File: src/rtl/fifo_stream_rd_pkg.sv
// Shared types and helpers for the FIFO drain controller and its output buffer.
package fifo_stream_pkg;

  typedef logic [31:0] stat_cnt_t;
  localparam stat_cnt_t STAT_CNT_MAX = 32'hFFFF_FFFF;

  // Pointer width for a circular buffer; never less than one bit.
  function automatic int clog2_min1(input int depth);
    return (depth <= 2) ? 1 : $clog2(depth);
  endfunction

endpackage

File: src/rtl/fifo_stream_rd_if.sv
// FIFO read port plus valid/ready stream output, bundled for the drain controller.
// Optional stats counters exist only when FIFO_STREAM_RD_STATS_EN is defined.
interface fifo_stream_rd_if #(
  parameter int P_DATA_WIDTH = 32,
  parameter int P_BUF_DEPTH  = 3
);
  import fifo_stream_pkg::*;

  logic                               i_fifo_empty;
  logic [P_DATA_WIDTH-1:0]            i_fifo_data;
  logic                               o_fifo_rd_en;
  logic                               i_flush;
  logic                               o_valid;
  logic [P_DATA_WIDTH-1:0]            o_data;
  logic                               i_ready;
  logic [$clog2(P_BUF_DEPTH+1)-1:0]   o_level;
`ifdef FIFO_STREAM_RD_STATS_EN
  stat_cnt_t                          o_stall_cnt;
  stat_cnt_t                          o_starve_cnt;
`endif

  modport master (
    input  i_fifo_empty, i_fifo_data, i_flush, i_ready,
    output o_fifo_rd_en, o_valid, o_data, o_level
`ifdef FIFO_STREAM_RD_STATS_EN
    , output o_stall_cnt, o_starve_cnt
`endif
  );

  modport slave (
    output i_fifo_empty, i_fifo_data, i_flush, i_ready,
    input  o_fifo_rd_en, o_valid, o_data, o_level
`ifdef FIFO_STREAM_RD_STATS_EN
    , input o_stall_cnt, o_starve_cnt
`endif
  );

endinterface

File: src/rtl/fifo_stream_rd_stream_obuf.sv
// Circular output buffer of P_BUF_DEPTH words; non-power-of-2 depths wrap explicitly.
// Write and pop may coincide; flush empties it at the end of the cycle.
module stream_obuf
  import fifo_stream_pkg::*;
#(
  parameter int P_DATA_WIDTH = 32,
  parameter int P_BUF_DEPTH  = 3
) (
  input  logic                               i_clk,
  input  logic                               i_rst,
  input  logic                               i_wr_en,
  input  logic [P_DATA_WIDTH-1:0]            i_wr_data,
  input  logic                               i_pop,
  input  logic                               i_flush,
  output logic [$clog2(P_BUF_DEPTH+1)-1:0]   o_occ,
  output logic [P_DATA_WIDTH-1:0]            o_head
);

  localparam int PW = clog2_min1(P_BUF_DEPTH);
  localparam int LW = $clog2(P_BUF_DEPTH + 1);

  logic [P_DATA_WIDTH-1:0] mem [P_BUF_DEPTH];
  logic [PW-1:0]           wr_ptr;
  logic [PW-1:0]           rd_ptr;
  logic [LW-1:0]           occ;

  function automatic logic [PW-1:0] ptr_inc(input logic [PW-1:0] p);
    return (p == PW'(P_BUF_DEPTH - 1)) ? '0 : p + PW'(1);
  endfunction

  always_ff @(posedge i_clk or posedge i_rst) begin
    if (i_rst) begin
      wr_ptr <= '0;
      rd_ptr <= '0;
      occ    <= '0;
      for (int i = 0; i < P_BUF_DEPTH; i++) mem[i] <= '0;
    end else if (i_flush) begin
      wr_ptr <= '0;
      rd_ptr <= '0;
      occ    <= '0;
    end else begin
      if (i_wr_en) begin
        mem[wr_ptr] <= i_wr_data;
        wr_ptr      <= ptr_inc(wr_ptr);
      end
      if (i_pop) rd_ptr <= ptr_inc(rd_ptr);
      if (i_wr_en && !i_pop)      occ <= occ + LW'(1);
      else if (!i_wr_en && i_pop) occ <= occ - LW'(1);
    end
  end

  assign o_occ  = occ;
  assign o_head = mem[rd_ptr];

endmodule

File: src/rtl/fifo_stream_rd.sv
// Drain-side FIFO controller: pops ahead into stream_obuf so i_ready never reaches o_fifo_rd_en.
// Define FIFO_STREAM_RD_STATS_EN to add saturating stall/starve counters.
module fifo_stream_rd
  import fifo_stream_pkg::*;
#(
  parameter int P_DATA_WIDTH   = 32,
  parameter bit P_FALL_THROUGH = 1'b0,
  parameter int P_BUF_DEPTH    = 3
) (
  input  logic           i_clk,
  input  logic           i_rst,
  fifo_stream_rd_if.master bus
);

  localparam int LW = $clog2(P_BUF_DEPTH + 1);

  logic          inflight;
  logic [LW-1:0] occ;
  logic          rd_en;
  logic          wr_en;
  logic          xfer;
  logic [LW:0]   committed;

  // Words already owned by the buffer, counting one still on the FIFO read bus.
  assign committed = {1'b0, occ} + {{LW{1'b0}}, inflight};
  assign rd_en = !i_rst && !bus.i_fifo_empty && !bus.i_flush &&
                 (committed < (LW+1)'(P_BUF_DEPTH));
  assign xfer  = bus.o_valid && bus.i_ready;

  generate
    if (P_FALL_THROUGH) begin : g_fall_through
      assign inflight = 1'b0;
      assign wr_en    = rd_en;
    end else begin : g_registered
      always_ff @(posedge i_clk or posedge i_rst) begin
        if (i_rst) inflight <= 1'b0;
        else       inflight <= rd_en;
      end
      // A flush in the arrival cycle drops the word on the read bus.
      assign wr_en = inflight && !bus.i_flush;
    end
  endgenerate

  stream_obuf #(
    .P_DATA_WIDTH (P_DATA_WIDTH),
    .P_BUF_DEPTH  (P_BUF_DEPTH)
  ) u_obuf (
    .i_clk     (i_clk),
    .i_rst     (i_rst),
    .i_wr_en   (wr_en),
    .i_wr_data (bus.i_fifo_data),
    .i_pop     (xfer),
    .i_flush   (bus.i_flush),
    .o_occ     (occ),
    .o_head    (bus.o_data)
  );

  assign bus.o_fifo_rd_en = rd_en;
  assign bus.o_valid      = (occ != '0);
  assign bus.o_level      = occ;

`ifdef FIFO_STREAM_RD_STATS_EN
  stat_cnt_t stall_cnt;
  stat_cnt_t starve_cnt;

  always_ff @(posedge i_clk or posedge i_rst) begin
    if (i_rst) begin
      stall_cnt  <= '0;
      starve_cnt <= '0;
    end else if (bus.i_flush) begin
      stall_cnt  <= '0;
      starve_cnt <= '0;
    end else begin
      if (bus.o_valid && !bus.i_ready && stall_cnt != STAT_CNT_MAX)
        stall_cnt <= stall_cnt + 32'd1;
      if (!bus.o_valid && bus.i_ready && bus.i_fifo_empty && starve_cnt != STAT_CNT_MAX)
        starve_cnt <= starve_cnt + 32'd1;
    end
  end

  assign bus.o_stall_cnt  = stall_cnt;
  assign bus.o_starve_cnt = starve_cnt;
`endif

endmodule

File: src/flat_wrapper.sv
// flat-port wrapper written by rule: the top's interface ports become plain ports
module fifo_stream_rd_flat import fifo_stream_pkg::*;
#(
  parameter int P_DATA_WIDTH   = 32,
  parameter bit P_FALL_THROUGH = 1'b0,
  parameter int P_BUF_DEPTH    = 3
)
  (i_clk, i_rst, bus_i_fifo_empty, bus_i_fifo_data, bus_i_flush, bus_i_ready, bus_o_fifo_rd_en, bus_o_valid, bus_o_data, bus_o_level);
  fifo_stream_rd_if #(.P_DATA_WIDTH(P_DATA_WIDTH), .P_BUF_DEPTH(P_BUF_DEPTH)) bus_i ();
  input  logic i_clk;
  input  logic i_rst;
  input wire logic [$bits(bus_i.i_fifo_empty)-1:0] bus_i_fifo_empty;
  input wire logic [$bits(bus_i.i_fifo_data)-1:0] bus_i_fifo_data;
  input wire logic [$bits(bus_i.i_flush)-1:0] bus_i_flush;
  input wire logic [$bits(bus_i.i_ready)-1:0] bus_i_ready;
  output wire logic [$bits(bus_i.o_fifo_rd_en)-1:0] bus_o_fifo_rd_en;
  output wire logic [$bits(bus_i.o_valid)-1:0] bus_o_valid;
  output wire logic [$bits(bus_i.o_data)-1:0] bus_o_data;
  output wire logic [$bits(bus_i.o_level)-1:0] bus_o_level;
  assign bus_i.i_fifo_empty = bus_i_fifo_empty;
  assign bus_i.i_fifo_data = bus_i_fifo_data;
  assign bus_i.i_flush = bus_i_flush;
  assign bus_i.i_ready = bus_i_ready;
  assign bus_o_fifo_rd_en = bus_i.o_fifo_rd_en;
  assign bus_o_valid = bus_i.o_valid;
  assign bus_o_data = bus_i.o_data;
  assign bus_o_level = bus_i.o_level;
  fifo_stream_rd #(.P_DATA_WIDTH(P_DATA_WIDTH), .P_FALL_THROUGH(P_FALL_THROUGH), .P_BUF_DEPTH(P_BUF_DEPTH)) u_core (.i_clk(i_clk), .i_rst(i_rst), .bus(bus_i));
endmodule
File: config.mk
export PLATFORM = sky130hd
export DESIGN_NAME = fifo_stream_rd_flat
export DESIGN_NICKNAME = d
export VERILOG_FILES = /design/src/rtl/fifo_stream_rd_pkg.sv /design/src/rtl/fifo_stream_rd_if.sv /design/src/rtl/fifo_stream_rd_stream_obuf.sv /design/src/rtl/fifo_stream_rd.sv /design/src/flat_wrapper.sv
export SDC_FILE = /design/constraint.sdc
export NUM_CORES = 1
export LEC_CHECK = 0
export BUFFER_PORTS_ARGS = -buffer_cell sky130_fd_sc_hd__buf_4
export CORE_AREA = 5 5 129 131
export DETAILED_ROUTE_END_ITERATION = 12
export DIE_AREA = 0 0 134 136
export MAX_ROUTING_LAYER = met4
export PLACE_DENSITY = 0.52
export SLEW_MARGIN = 20
export SYNTH_ARGS = -nofsm -noshare
export SYNTH_HDL_FRONTEND = slang
export SYNTH_SLANG_ARGS = --single-unit
File: constraint.sdc
create_clock -name i_clk -period 2.9 [get_ports i_clk]
set_clock_uncertainty 0.05 [all_clocks]
set_input_delay 0.145 -clock i_clk [delete_from_list [all_inputs] [get_ports i_clk]]
set_output_delay 0.145 -clock i_clk [all_outputs]
set_load 0.03 [all_outputs]
==> results.toml, run 1 <==
[outcome]
outcome = "complete, no violations"

[drt]
totalWireLength_mm = 11.0
dr.pass1.iters = 4
avgViaCountPerCell = 4.69
routed-via-count = 3051
drt-wirelength-per-cell_microns = 16.9
detail-route-antenna-nets = 0
drcViolationCount = 0
drt_iter0_drc = 119

[clock_tree]
cts_root_buffer = "clkbuf_16"
insertion_delay_ns = 0.34
cts.reportedPaths.clkPinSlew_ns = 0.06
ctsLongestPathBuffers = 2
cts_tree = "yes"
cts_sinks = 103
cts_buffers = 9
htreeDepth = 3

[cells_and_area]
drive_above_1_share_pct = 42.8
final_cells = 650
nets = 494
fin_util_pct = 39.5
n_antenna_cell = 0
syn2layout_area_growth_pct = 26.5
design_area_sq_mm = 0.00611

[worst_setup_path]
critPathBufInv = 2
slowest_stage = "dfrtp_2"
critical_path_class = "reg2out"
cp_slowest_stage_delay_ns = 0.70
cp_common_cell = "buf_4"
critPathMaxFanout = 20
crit_path_start_kind = "flip-flop"
critPathRequiredTime_ns = 2.71
crit_arrival_ns = 2.14
crit_family = "flip-flops"
cp-end-kind = "primary output"
crit_chain = "buf_4 > mux2i_1 > o21ai_0 > buf_4"

[timing]
post-route-min-period_ns = 2.33
rsz0062_at_grt = "no"
fmax_ghz = 0.428
slew-limit-headroom_pct = 44.2
setup_tns_ns = 0
slew_viol_final = 0
setup_viol = 0
fin_crit_sh_pct = 80.5
tightestPinTransition_ns = 0.837
hold_viol_final = 0

[synthesis]
synth_area_leaders = "dfrtp_1 53%, mux2_2 14%, mux2_4 9.3%"
yosysSeqAreaShare_pct = 53.3
synthArstFlopShare_pct = 100
yosysMostFrequentCell = "dfrtp_1"
synth_area_per_cell_sq_um = 13.8
synth_top_cell_area_share_pct = 53.3
syn_inst = 351
synth_fp_nets = 390
synthDistinctLibCells = 31
ys_top_cells_by_count = "103 x dfrtp_1, 61 x mux2_2, 33 x mux2i_1, 33 x nand2_1, 32 x o21ai_0"
netlist_area_sq_mm = 0.00483
synth_top_cell_by_area = "dfrtp_1"
yosys_warnings = 0
synth_ff_type = "dfrtp_1"
synth_edf_count = 0
ys_ff_latch = 103

[global_routing]
grt_pass1_vias = 3394
globalRouteTotalUtil_pct = 13.1
grt_max_degree = 65
antenna_found_initial = 0
grt_pass1_wl_mm = 18.1
grt_overflow = 0

[pwr]
p_comb_share_pct = 25.4
p_seq_share_pct = 45.9
switchingPower_mw = 1.11
ir_drop_v = 0.000309
p_per_area_mw_per_mm2 = 632
total_leakage_power_nw = 2.70
netSwitchingFraction_pct = 28.7
p_int_mw = 2.76
clockPowerShare_pct = 28.6

[placement]
place.gp.congestion = 0.727
portBuffers = 72
placed_area_sq_mm = 0.00553
dp_hpwl_mm = 7.06
dp_cells = 604

[run]
maxCapViolations = 0

[floorplan]
rows = 46
die_height_microns = 136
core_sq_mm = 0.0155
chipWidth_microns = 134
num_io_pins = 73
initial_utilization_pct = 31.2
die_area_sq_mm = 0.0182

[worst_hold_path]
hold_path.class = "in2reg"
==> worst reg2reg max path: cells and delay by family (launching register included) <==
family,cells,cell delay (ns)
flops,1,0.59
simple gates,2,0.59
buf+inv,1,0.36
mux,1,0.33
==> stage by stage <==
step,hold WS (ns),power (mW),setup WS [ns]
floorplan,0.230,2.41,0.00116
global placement,0.325,2.75,0.889
detailed placement,0.335,2.77,0.856
CTS,0.00101,3.94,0.469
global route,0.00308,4.07,0.424
finish,0.0194,3.86,0.566
==> placed cells by master, fill, tap and decap left out, types with 2 or more instances in the layout <==
cell type / synthesis / final
nor3_1: 2 / 2
clkbuf_8: 0 / 2
a21oi_1: 5 / 5
dfrtp_1: 103 / 102
mux2_1: 6 / 6
nor2_1: 2 / 2
o21ai_0: 32 / 32
mux2_4: 30 / 30
mux2i_1: 33 / 33
mux2_2: 61 / 61
clkbuf_16: 0 / 9
ha_1: 2 / 2
dlygate4sd3_1: 0 / 32
nor3_4: 2 / 2
nand2_1: 33 / 33
buf_4: 2 / 82
o21ai_1: 2 / 2
nand2b_1: 2 / 2
clkbuf_1: 4 / 2
==> layout make-up <==
| cell class | count | area, sq um |
|---|---|---|
| timing repair buffer | 115 | 956 |
| clock buffer | 13 | 260 |
| sequential | 103 | 2580 |
| fill | 1452 | 9370 |
| clock inverter | 1 | 5.00 |
| tap | 192 | 240 |
| inverter | 2 | 10.0 |
| multi-input combinational | 224 | 2060 |
==> registers in the layout, summed over array words and instances (netlist names) <==
| register | count |
|---|---|
| u_core.u_obuf.mem | 96 |
| u_core.u_obuf.rd_ptr | 2 |
| u_core.u_obuf.o_occ | 2 |
| u_core.inflight | 1 |
| u_core.u_obuf.wr_ptr | 2 |
==> what timing repair did <==
item / in CTS / in global routing
setup buffers: 0 / 0
gates resized for setup: 0 / 0
endpoints found under the hold margin: 139 / 0
hold buffers: 32 / 0
==> worst paths after layout <==
check / startpoint / end / slack, ns / cells past startpoint
setup / recovery: u_core.u_obuf.rd_ptr[1] / bus_o_data[26] / 0.57 / 4
hold / removal: bus_i_fifo_data[12] / u_core.u_obuf.mem[12] / 0.02 / 2
setup reg to reg: u_core.inflight / u_core.u_obuf.mem[37] / 0.87 / 4
hold reg to reg: u_core.u_obuf.mem[26] / u_core.u_obuf.mem[26] / 0.44 / 1
max in group asynchronous: i_rst / u_core.u_obuf.rd_ptr[1] / 1.57 / 4
min in group asynchronous: i_rst / u_core.inflight / 0.50 / 3
==> power groups by stage <==
stage | Combinational, mW | Clock, mW | Sequential [mW]
floorplan | 0.645 | 0 | 1.77
global placement | 0.952 | 0 | 1.79
detailed placement | 0.965 | 0 | 1.80
CTS | 1.00 | 1.16 | 1.78
global route | 1.06 | 1.21 | 1.80
finish | 0.983 | 1.11 | 1.78
==> per-layer routing <==
layer  global-route usage [%]  up-vias  share of wire, %
met5                        -        -                 0
met4                     3.60        0               1.2
met3                     3.15       11               3.1
met2                     22.4       44                51
met1                     15.5     1555                44
li1                         -     1441                 -
==> cells by family (layout without fill, tap and decap cells) <==
group | Yosys count | count (layout) | share of synthesized area [%]
and+or+nand+nor | 52 | 52 | 6.01
buffers and inverters | 24 | 131 | 4.14
adders and majority gates | 2 | 2 | 0.518
muxes | 130 | 130 | 31.8
AOI/OAI and AO/OA | 40 | 40 | 4.25
DFF | 103 | 103 | 53.3
Power figures use the tool's default switching activity.
==> inputs of run 2 (changes only) <==
- ABC_AREA: not set -> 1
- CORE_AREA: 5 5 129 131 -> 5 5 128 130
- DIE_AREA: 0 0 134 136 -> 0 0 133 135
- PLACE_DENSITY: 0.52 -> 0.5
- clock period: 2.9 -> 2.3 ns (I/O delays scaled with it)
==> run 2 against run 1 <==
Net effect:
- non-clock buffer count is 20 lower
- largest cell class unchanged
- setup slack worse by 0.24 ns
- clock-buffer cell count is 3 lower
- global-route usage is 0.64 points higher
- critical path depth is 1 higher
- synthesized cell count is 51% higher
- die area is 1.5% lower
- register-to-register slack worse by 0.25 ns
- final area is 4.1% lower
- routed wire length is 0.36% higher
==> results.toml, run 2 <==
[timing]
post-route-min-period_ns = 1.98
slew-limit-headroom_pct = 52.0
slew_viol_final = 0
setup_viol = 0
rsz0062_at_grt = "no"
hold_viol_final = 0
setup_tns_ns = 0
fin_crit_sh_pct = 85.9
fmax_ghz = 0.506
tightestPinTransition_ns = 0.721

[placement]
portBuffers = 72
place.gp.congestion = 0.705
placed_area_sq_mm = 0.00542
dp_hpwl_mm = 6.84

[clock_tree]
cts_root_buffer = "clkbuf_16"
insertion_delay_ns = 0.35
cts.reportedPaths.clkPinSlew_ns = 0.07
cts_buffers = 9
cts_tree = "yes"
htreeDepth = 3
cts_setup_buffers = 0
cts_sinks = 103
ctsLongestPathBuffers = 2

[cells_and_area]
largest_register = "u_core.u_obuf.mem"
fin_util_pct = 39.0
design_area_sq_mm = 0.00587
syn2layout_area_growth_pct = 24.4
largest_register_ff_count = 96
final_cell_mix = "199 x nand2_1, 103 x dfrtp_1, 76 x buf_4"
final_common_cell = "nand2_1"
drive_above_1_share_pct = 25.4
nets = 647
n_antenna_cell = 0

[synthesis]
synth_area_leaders = "dfrtp_1 55%, nand2_1 16%, o21ai_2 8.2%"
ys_ff_latch = 103
netlist_area_sq_mm = 0.00471
synthArstFlopShare_pct = 100
synth_ff_type = "dfrtp_1"
synth_fp_nets = 570
synth_edf_count = 0
synthDistinctLibCells = 19
syn_inst = 531
yosysSeqAreaShare_pct = 54.7
yosys_warnings = 0
yosysMostFrequentCell = "nand2_1"
ys_top_cells_by_count = "199 x nand2_1, 103 x dfrtp_1, 49 x o21ai_1"
synth_top_cell_by_area = "dfrtp_1"
synth_area_per_cell_sq_um = 8.88
synth_top_cell_area_share_pct = 54.7

[floorplan]
die_area_sq_mm = 0.0180
num_io_pins = 73
initial_utilization_pct = 31.4
chipWidth_microns = 133
die_height_microns = 135
core_sq_mm = 0.0150
rows = 45

[global_routing]
grt_max_degree = 104
grt_pass1_vias = 3717
globalRouteTotalUtil_pct = 13.7
antenna_found_initial = 0
grt_pass1_wl_mm = 19.2
grt_overflow = 0

[worst_setup_path]
critical_path_class = "reg2out"
crit_path_start_kind = "flip-flop"
critPathMaxFanout = 19
crit_arrival_ns = 1.81
cp-end-kind = "primary output"
critPathRequiredTime_ns = 2.13

[drt]
dr.pass1.iters = 4
totalWireLength_mm = 11.0
avgViaCountPerCell = 4.57
drt-wirelength-per-cell_microns = 13.8
routed-via-count = 3660
detail-route-antenna-nets = 0
drcViolationCount = 0
drt_iter0_drc = 228

[pwr]
ir_drop_v = 0.000451
switchingPower_mw = 2.20
p_int_mw = 3.79
total_leakage_power_nw = 2.92
clockPowerShare_pct = 25.6
p_seq_share_pct = 39.1
p_comb_share_pct = 35.3
netSwitchingFraction_pct = 36.7
power_mw = 5.99
p_per_area_mw_per_mm2 = 1020

[outcome]
outcome = "complete, no violations"

[worst_hold_path]
hold_path.class = "in2reg"

[run]
maxCapViolations = 0
[run 2: cell count changes after synthesis, moves of 37 or more]
cell	change
nand2_1	+166
nand3_1	+41
o21ai_2	+44
o21ai_1	+47
inv_1	+37
mux2_2	-61
[run 2: worst paths after layout]
check | from | end | slack (ns) | depth (start not counted)
setup reg to reg | u_core.u_obuf.wr_ptr[0] | u_core.u_obuf.mem[15] | 0.62 | 4
hold / removal | bus_i_fifo_data[8] | u_core.u_obuf.mem[40] | 0.01 | 3
max in group asynchronous | i_rst | u_core.u_obuf.mem[49] | 1.33 | 4
setup / recovery | u_core.u_obuf.rd_ptr[0] | bus_o_data[16] | 0.32 | 5
hold reg to reg | u_core.u_obuf.mem[45] | u_core.u_obuf.mem[45] | 0.43 | 2
min in group asynchronous | i_rst | u_core.u_obuf.o_occ[1] | 0.42 | 4
[run 2: repair_timing]
action	CTS	global route
endpoints found under the hold margin	121	0
hold buffers	15	0
gates resized for setup	0	0
[run 2: power by group through the flow]
| stage | combinational [mW] | sequential [mW] | clock [mW] |
|---|---|---|---|
| after floorplan | 1.39 | 2.35 | 0 |
| after global placement | 2.11 | 2.37 | 0 |
| after detailed placement | 2.13 | 2.37 | 0 |
| after CTS | 2.16 | 2.34 | 1.60 |
| after global routing | 2.34 | 2.39 | 1.66 |
| final | 2.11 | 2.34 | 1.53 |
[run 2: cell type report]
cell class | instances | area (sq um)
repair buffers | 95 | 801
flip-flops and latches | 103 | 2580
multi-input cells | 358 | 1790
inverters | 41 | 163
clock buffers | 10 | 229
fillers | 1505 | 9170
well taps | 188 | 235
clock inverters | 6 | 70.1
[run 2: cells by family (layout without fill, tap and decap cells)]
logic type                 Yosys count  after routing  share of synthesized area (%)
DFF                                103            103                           54.7
adders and majority gates            2              2                          0.531
and+or+nand+nor                    255            255                           22.5
AOI/OAI and AO/OA                  101            101                           14.3
buffers and inverters               70            152                           7.96
[run 2: metrics by stage]
stage | setup slack, ns | hold WS (ns) | cells
4_1_cts | 0.284 | 0.000867 | 801
3_5_place_dp | 0.627 | 0.287 | 770
3_3_place_gp | 0.632 | 0.283 | 770
6_report | 0.324 | 0.0105 | 801
2_1_floorplan | 0.185 | 0.232 | 531
5_1_grt | 0.194 | 0.0117 | 801
[run 2: routing by layer]
| layer | up-vias | routed length [microns] | global-route usage, % | part of all wire [%] |
|---|---|---|---|---|
| met2 | 68 | 4960 | 21.0 | 45 |
| met4 | 0 | 104 | 3.12 | 0.94 |
| met5 | - | 0 | - | 0 |
| met3 | 10 | 495 | 3.99 | 4.5 |
| li1 | 1868 | - | - | - |
| met1 | 1714 | 5480 | 18.0 | 50 |
[run 2: worst max-delay path, stage by stage, from the launching register on]
cell	delay [ns]
dfrtp_1	0.46
nor2_4	0.42
buf_12	0.23
nand2_1	0.06
nand3_1	0.12
buf_4	0.18
